`src/rtl/arm_pkg.sv`:
```
// Shared definitions for the ARM pipeline memory stage.
//   mem_state_t      : memory-stage FSM states
//   WAIT_CYCLES_DEF  : default SRAM access length in cycles (legal 1..15)
//   ADDR_BASE_DEF    : byte address mapped to SRAM word 0
//   CNT_W            : width of the wait-state counter
package arm_pkg;

  typedef enum logic [1:0] {
    IDLE   = 2'd0,
    ACCESS = 2'd1,
    DONE   = 2'd2
  } mem_state_t;

  localparam int          WAIT_CYCLES_DEF = 5;
  localparam logic [31:0] ADDR_BASE_DEF   = 32'd1024;
  localparam int          CNT_W           = 4;

endpackage

```
`src/rtl/sram_wait_counter.sv`:
```
// Wait-state counter for SRAM accesses.
// Ports:
//   clk  : clock
//   rst  : synchronous active-high reset, count -> 0
//   clr  : synchronous clear, count -> 0
//   en   : count up by one
//   last : high while count equals WAIT_CYCLES-1
module sram_wait_counter
  import arm_pkg::*;
#(
  parameter int WAIT_CYCLES = WAIT_CYCLES_DEF
) (
  input  logic clk,
  input  logic rst,
  input  logic clr,
  input  logic en,
  output logic last
);

  localparam logic [CNT_W-1:0] LAST_VAL = CNT_W'(WAIT_CYCLES - 1);

  logic [CNT_W-1:0] count;

  always_ff @(posedge clk) begin
    if (rst) begin
      count <= '0;
    end else if (clr) begin
      count <= '0;
    end else if (en) begin
      count <= count + 1'b1;
    end
  end

  assign last = (count == LAST_VAL);

endmodule

```
`src/rtl/mem_stage.sv`:
```
// Memory stage of the five-stage ARM pipeline. Performs one 32-bit access to
// an external single-port SRAM with a fixed number of wait states and stalls
// the upstream pipeline (ready = 0) while the access is in flight.
// Ports:
//   clk, rst              : clock, synchronous active-high reset
//   MEM_R_EN, MEM_W_EN    : load / store request (both high -> store)
//   ALU_result            : byte address
//   Val_Rm                : store data
//   ready                 : 0 freezes the pipeline
//   mem_rdata             : last completed load data
//   sram_addr/wdata/we_n  : SRAM word address, write data, active-low write enable
//   sram_rdata            : SRAM read data
//
// state  | meaning
// IDLE   | waiting for a request; captures address/data/write flag when one is seen
// ACCESS | SRAM driven from captured registers for WAIT_CYCLES cycles
// DONE   | access finished, pipeline released for one cycle
module mem_stage
  import arm_pkg::*;
#(
  parameter logic [31:0] ADDR_BASE   = ADDR_BASE_DEF,
  parameter int          ADDR_W      = 16,
  parameter int          WAIT_CYCLES = WAIT_CYCLES_DEF
) (
  input  logic              clk,
  input  logic              rst,
  input  logic              MEM_R_EN,
  input  logic              MEM_W_EN,
  input  logic [31:0]       ALU_result,
  input  logic [31:0]       Val_Rm,
  output logic              ready,
  output logic [31:0]       mem_rdata,
  output logic [ADDR_W-1:0] sram_addr,
  output logic [31:0]       sram_wdata,
  output logic              sram_we_n,
  input  logic [31:0]       sram_rdata
);

  mem_state_t        state;
  mem_state_t        state_next;
  logic              req;
  logic              cnt_clr;
  logic              cnt_en;
  logic              cnt_last;
  logic [ADDR_W-1:0] word_addr;
  logic [ADDR_W-1:0] addr_q;
  logic [31:0]       wdata_q;
  logic              wr_q;

  assign req = MEM_R_EN | MEM_W_EN;

  // Addresses below the base wrap modulo 2^ADDR_W; byte offset is dropped.
  assign word_addr = ADDR_W'((ALU_result - ADDR_BASE) >> 2);

  sram_wait_counter #(
    .WAIT_CYCLES (WAIT_CYCLES)
  ) u_wait_cnt (
    .clk  (clk),
    .rst  (rst),
    .clr  (cnt_clr),
    .en   (cnt_en),
    .last (cnt_last)
  );

  always_ff @(posedge clk) begin
    if (rst) begin
      state <= IDLE;
    end else begin
      state <= state_next;
    end
  end

  always_comb begin
    state_next = state;
    case (state)
      IDLE:    if (req) state_next = ACCESS;
      ACCESS:  if (cnt_last) state_next = DONE;
      DONE:    state_next = IDLE;
      default: state_next = IDLE;
    endcase
  end

  always_comb begin
    ready     = 1'b0;
    sram_we_n = 1'b1;
    cnt_clr   = 1'b0;
    cnt_en    = 1'b0;
    case (state)
      IDLE: begin
        ready   = ~req;
        cnt_clr = 1'b1;
      end
      ACCESS: begin
        sram_we_n = ~wr_q;
        cnt_en    = 1'b1;
      end
      DONE:    ready = 1'b1;
      default: ready = 1'b1;
    endcase
    if (rst) ready = 1'b1;
  end

  // Captured request drives the SRAM so upstream changes during ACCESS are harmless.
  always_ff @(posedge clk) begin
    if (rst) begin
      addr_q    <= '0;
      wdata_q   <= '0;
      wr_q      <= 1'b0;
      mem_rdata <= '0;
    end else begin
      if (state == IDLE && req) begin
        addr_q  <= word_addr;
        wdata_q <= Val_Rm;
        wr_q    <= MEM_W_EN;
      end
      if (state == ACCESS && cnt_last && !wr_q) begin
        mem_rdata <= sram_rdata;
      end
    end
  end

  assign sram_addr  = addr_q;
  assign sram_wdata = wdata_q;

endmodule
```
`config.mk`:
```
export PLATFORM = sky130hd
export DESIGN_NAME = mem_stage
export DESIGN_NICKNAME = d
export VERILOG_FILES = /design/src/rtl/arm_pkg.sv /design/src/rtl/sram_wait_counter.sv /design/src/rtl/mem_stage.sv
export SDC_FILE = /design/constraint.sdc
export NUM_CORES = 1
export LEC_CHECK = 0
export CORE_MARGIN = 3
export CORE_UTILIZATION = 40
export CTS_BUF_LIST = sky130_fd_sc_hd__clkbuf_4 sky130_fd_sc_hd__clkbuf_8 sky130_fd_sc_hd__clkbuf_16
export CTS_CLUSTER_SIZE = 16
export DETAILED_ROUTE_END_ITERATION = 16
export GPL_TIMING_DRIVEN = 0
export PLACE_DENSITY = 0.8
export SYNTH_ARGS = -nofsm -noshare
export SYNTH_HDL_FRONTEND = slang
export SYNTH_SLANG_ARGS = --single-unit
```
`constraint.sdc`:
```
create_clock -name clk -period 5.15 [get_ports clk]
set_clock_uncertainty 0.2 [all_clocks]
set_input_delay 0.7725 -clock clk [delete_from_list [all_inputs] [get_ports clk]]
set_output_delay 0.7725 -clock clk [all_outputs]
set_load 0.05 [all_outputs]
```
==> run_summary.xml, run 1 <==
<?xml version="1.0" encoding="UTF-8"?>
<metrics>
  <group name="placement">
    <metric name="io_buffers" unit="">164</metric>
    <metric name="post_dp_cell_area" unit="um^2">5450</metric>
    <metric name="detailed_place_hpwl" unit="um">8030</metric>
    <metric name="gp_congestion" unit="">0.782</metric>
    <metric name="dp.cells" unit="">681</metric>
  </group>
  <group name="sta">
    <metric name="finalHoldWorstSlack" unit="ns">0.275</metric>
    <metric name="grt_setup_unrepaired" unit="">false</metric>
    <metric name="slew-limit-headroom" unit="">0.561</metric>
    <metric name="totalNegativeSetupSlack" unit="ns">0</metric>
    <metric name="fin_crit" unit="ns">3.80</metric>
    <metric name="fmax" unit="MHz">263</metric>
    <metric name="post-route-period-util" unit="">0.739</metric>
    <metric name="worstMarginPinSlew" unit="ns">0.656</metric>
    <metric name="hold_viol" unit="">0</metric>
    <metric name="final-max-slew-violation-count" unit="">0</metric>
    <metric name="total_setup_violations_reported_at_the_end_of_the_flow" unit="">0</metric>
  </group>
  <group name="drt">
    <metric name="num_vias" unit="">3634</metric>
    <metric name="drt_iter0_drc" unit="">109</metric>
    <metric name="post_detailed_route_count_of_antenna_violating_nets" unit="">0</metric>
    <metric name="routed_wl" unit="um">10600</metric>
    <metric name="viasPerCell" unit="">5.21</metric>
    <metric name="post-route-drc-count" unit="">0</metric>
    <metric name="routedWlPerCell" unit="um">15.2</metric>
    <metric name="drt-pass1-iter-count" unit="">4</metric>
  </group>
  <group name="floorplan">
    <metric name="initial_core_util" unit="">0.417</metric>
    <metric name="fp.dieArea" unit="um^2">10400</metric>
    <metric name="die_h" unit="um">102</metric>
    <metric name="die_w" unit="um">102</metric>
    <metric name="io_pins" unit="">182</metric>
    <metric name="design.core.area" unit="um^2">8810</metric>
    <metric name="placement_rows" unit="">34</metric>
  </group>
  <group name="grt">
    <metric name="via_count_of_the_first_global_routing_pass" unit="">3649</metric>
    <metric name="pin_count_of_the_biggest_net_entering_global_routing" unit="">16</metric>
    <metric name="grt_overflow_total" unit="">0</metric>
    <metric name="antenna_found_initial" unit="">0</metric>
    <metric name="grt.total_usage" unit="">0.206</metric>
    <metric name="grt_first_pass_wirelength" unit="um">17200</metric>
  </group>
  <group name="cells_and_area">
    <metric name="nFillCells" unit="">762</metric>
    <metric name="design_area_final" unit="um^2">5640</metric>
    <metric name="ff_latch_area" unit="um^2">1740</metric>
    <metric name="multiInputGateArea" unit="um^2">1750</metric>
    <metric name="layout.core_utilization" unit="">0.641</metric>
    <metric name="finalNetCount" unit="">687</metric>
    <metric name="drive_gt1_frac" unit="">0.0526</metric>
    <metric name="number_of_diodes" unit="">0</metric>
    <metric name="layoutNonFillerInstCount" unit="">697</metric>
    <metric name="syn_to_final_growth" unit="%">53.8</metric>
  </group>
  <group name="clock_tree">
    <metric name="post-cts-setup-buffers" unit="">0</metric>
    <metric name="clock-root-buffer" unit="">sky130_fd_sc_hd__clkbuf_8</metric>
    <metric name="worstSkewPairLatency" unit="ns">0.34</metric>
    <metric name="numCtsBuffers" unit="">9</metric>
    <metric name="cts.repair.resized" unit="">0</metric>
    <metric name="clock_sinks" unit="">87</metric>
    <metric name="clkTransAtPathRegs" unit="ns">0.09</metric>
    <metric name="cts-root-to-sink-buffers" unit="">2</metric>
    <metric name="ctsHtreeMaxLevel" unit="">3</metric>
    <metric name="tritoncts" unit="">built</metric>
    <metric name="hold_buffers" unit="">0</metric>
  </group>
  <group name="power">
    <metric name="intPower" unit="W">0.00107</metric>
    <metric name="p_sw_frac" unit="">0.298</metric>
    <metric name="total_switching_power" unit="W">0.000453</metric>
    <metric name="p_clk_frac" unit="">0.314</metric>
    <metric name="comb_power_share" unit="">0.216</metric>
    <metric name="power_density" unit="nW/um^2">269</metric>
    <metric name="vdd.ir_drop.worst" unit="mV">0.155</metric>
    <metric name="sequentialPowerShare" unit="">0.471</metric>
    <metric name="p_leak" unit="nW">1.96</metric>
  </group>
  <group name="synth">
    <metric name="ys_types" unit="">34</metric>
    <metric name="postSynth.topFlopCell" unit="">sky130_fd_sc_hd__dfxtp_1</metric>
    <metric name="netlist_area" unit="um^2">3670</metric>
    <metric name="yosys-top-cells-area" unit="">sky130_fd_sc_hd__dfxtp_1, sky130_fd_sc_hd__nand2b_1, sky130_fd_sc_hd__mux2i_1</metric>
    <metric name="synth_top_area_frac" unit="">0.475</metric>
    <metric name="number_of_enable_type_register_cells_in_the_synthesized_netlist" unit="">0</metric>
    <metric name="post_synth.cell_area_avg" unit="um^2">8.97</metric>
    <metric name="synth-seq-cells" unit="">87</metric>
    <metric name="syn_inst" unit="">409</metric>
    <metric name="synth_seq_area_share" unit="">0.475</metric>
    <metric name="syn-num-nets" unit="">512</metric>
    <metric name="synth.largest_area_cell" unit="">sky130_fd_sc_hd__dfxtp_1</metric>
    <metric name="ys.warnings.count" unit="">0</metric>
    <metric name="synthArstFlopShare" unit="">0</metric>
    <metric name="synth.top_cells.by_count" unit="">sky130_fd_sc_hd__dfxtp_1, sky130_fd_sc_hd__nand2b_1, sky130_fd_sc_hd__a21oi_1</metric>
    <metric name="synthMostInstantiatedCell" unit="">sky130_fd_sc_hd__dfxtp_1</metric>
  </group>
  <group name="min_path">
    <metric name="hold_class" unit="">reg2reg</metric>
  </group>
  <group name="setup_path">
    <metric name="crit_path_max_fanout" unit="">10</metric>
    <metric name="worst-endpoint-required" unit="ns">4.18</metric>
    <metric name="critical_path.endpoint_type" unit="">output pin</metric>
    <metric name="crit_arrival" unit="ns">2.83</metric>
    <metric name="worst-setup-path-type" unit="">in2out</metric>
    <metric name="worst_setup_path_start_kind" unit="">input port</metric>
  </group>
  <group name="status">
    <metric name="run_status" unit="">finished, final reports clean</metric>
  </group>
  <group name="run">
    <metric name="max-cap-violations" unit="">0</metric>
  </group>
</metrics>
[path summary, 6_finish.rpt]
check / depth (start not counted) / startpoint / slack (ns) / endpoint
worst max-delay path: 6 / MEM_W_EN / 1.35 / ready
worst min register to register: 2 / mem_rdata[23] / 0.27 / mem_rdata[23]
worst min-delay path: 2 / mem_rdata[23] / 0.27 / mem_rdata[23]
worst max register to register: 5 / state[1] / 3.17 / sram_addr[14]
[cell usage in the layout (no fill, tap or decap), drive strengths merged, types with 2 or more instances in the layout]
master         netlist  final
a211oi               3      3
a21oi               51     51
a311oi               5      5
buf                 13     13
clkbuf              24     33
clkdlybuf4s50        0    164
clkinv               0      3
clkinvlp             0      2
dfxtp               87     87
ha                   3      3
inv                  6      7
mux2i               33     33
nand2                3      3
nand2b              67     67
nand3               41     41
nor2                 6      6
nor2b                2      2
nor3                 2      2
o21ai               46     46
or2                  3      3
or3                  5      5
[routing by layer]
metal | GRT usage | routed length (um) | up-vias
li1 | - | - | 1773
met1 | 0.239 | 4320 | 1711
met2 | 0.352 | 5080 | 132
met3 | 0.0689 | 973 | 18
met4 | 0.0746 | 203 | 0
met5 | 0 | 0 | -
[flip-flops by register name, summed over array words and instances (netlist names)]
register and count:
sram_wdata 32, u_wait_cnt.count 4, state 2, sram_addr 16, mem_rdata 32, wr_q 1
[stage by stage]
stage	power (W)	worst slack, ns
final	0.00152	1.35
after CTS	0.00153	1.35
after floorplan	0.000912	2.17
after global placement	0.00105	1.35
after global routing	0.00159	1.22
after detailed placement	0.00106	1.36
[kinds of logic (layout without fill, tap and decap cells)]
| family | after synthesis | after routing | synth area share |
|---|---|---|---|
| buffers and inverters | 43 | 223 | 0.0495 |
| adder cells (fa/ha/maj) | 3 | 3 | 0.0102 |
| AND/OR/NAND/NOR | 133 | 133 | 0.210 |
| XOR/XNOR | 1 | 1 | 0.00239 |
| flip-flops | 87 | 87 | 0.475 |
| multiplexers | 33 | 33 | 0.0900 |
| AO/OA/AOI/OAI | 109 | 109 | 0.163 |
[power by group through the flow]
stage	Clock [W]	Sequential, W	Combinational, W
2_1_floorplan	0	0.000819	0.0000935
3_3_place_gp	0	0.000730	0.000322
3_5_place_dp	0	0.000730	0.000327
4_1_cts	0.000488	0.000715	0.000329
5_1_grt	0.000519	0.000719	0.000349
6_report	0.000476	0.000715	0.000327
[layout make-up]
class	count	share of cell area
Tap cell	108	0.0240
Multi-Input combinational cell	279	0.309
Timing Repair Buffer	164	0.291
Inverter	6	0.00399
Buffer	37	0.0282
Clock buffer	9	0.0220
Clock inverter	7	0.0129
Sequential cell	87	0.309
[critical path, cell delays in order]
cell and delay (ns):
sky130_fd_sc_hd__clkdlybuf4s50_1 0.45, sky130_fd_sc_hd__or2_1 0.23, sky130_fd_sc_hd__clkbuf_1 0.13, sky130_fd_sc_hd__buf_2 0.21, sky130_fd_sc_hd__o21ai_1 0.18, sky130_fd_sc_hd__clkdlybuf4s50_1 0.86
No activity file was read; power rests on OpenSTA's default activity.
==> inputs of run 2 (changes only) <==
==> constraint.sdc (replaced) <==
create_clock -name clk -period 3.7 [get_ports clk]
set_clock_uncertainty 0.2 [all_clocks]
set_input_delay 0.555 -clock clk [delete_from_list [all_inputs] [get_ports clk]]
set_output_delay 0.555 -clock clk [all_outputs]
set_load 0.05 [all_outputs]
==> results of run 2 <==
The final DEF is identical to that of run 1. Status: finished, final reports clean.
Among the figures that moved: setup slack after placement 1.36 ns -> 0.343 ns; setup slack after layout 1.35 ns -> 0.331 ns; register-to-register setup slack 3.17 ns -> 1.72 ns; total power 0.00152 W -> 0.00211 W; worst IR drop on VDD 0.155 mV -> 0.215 mV
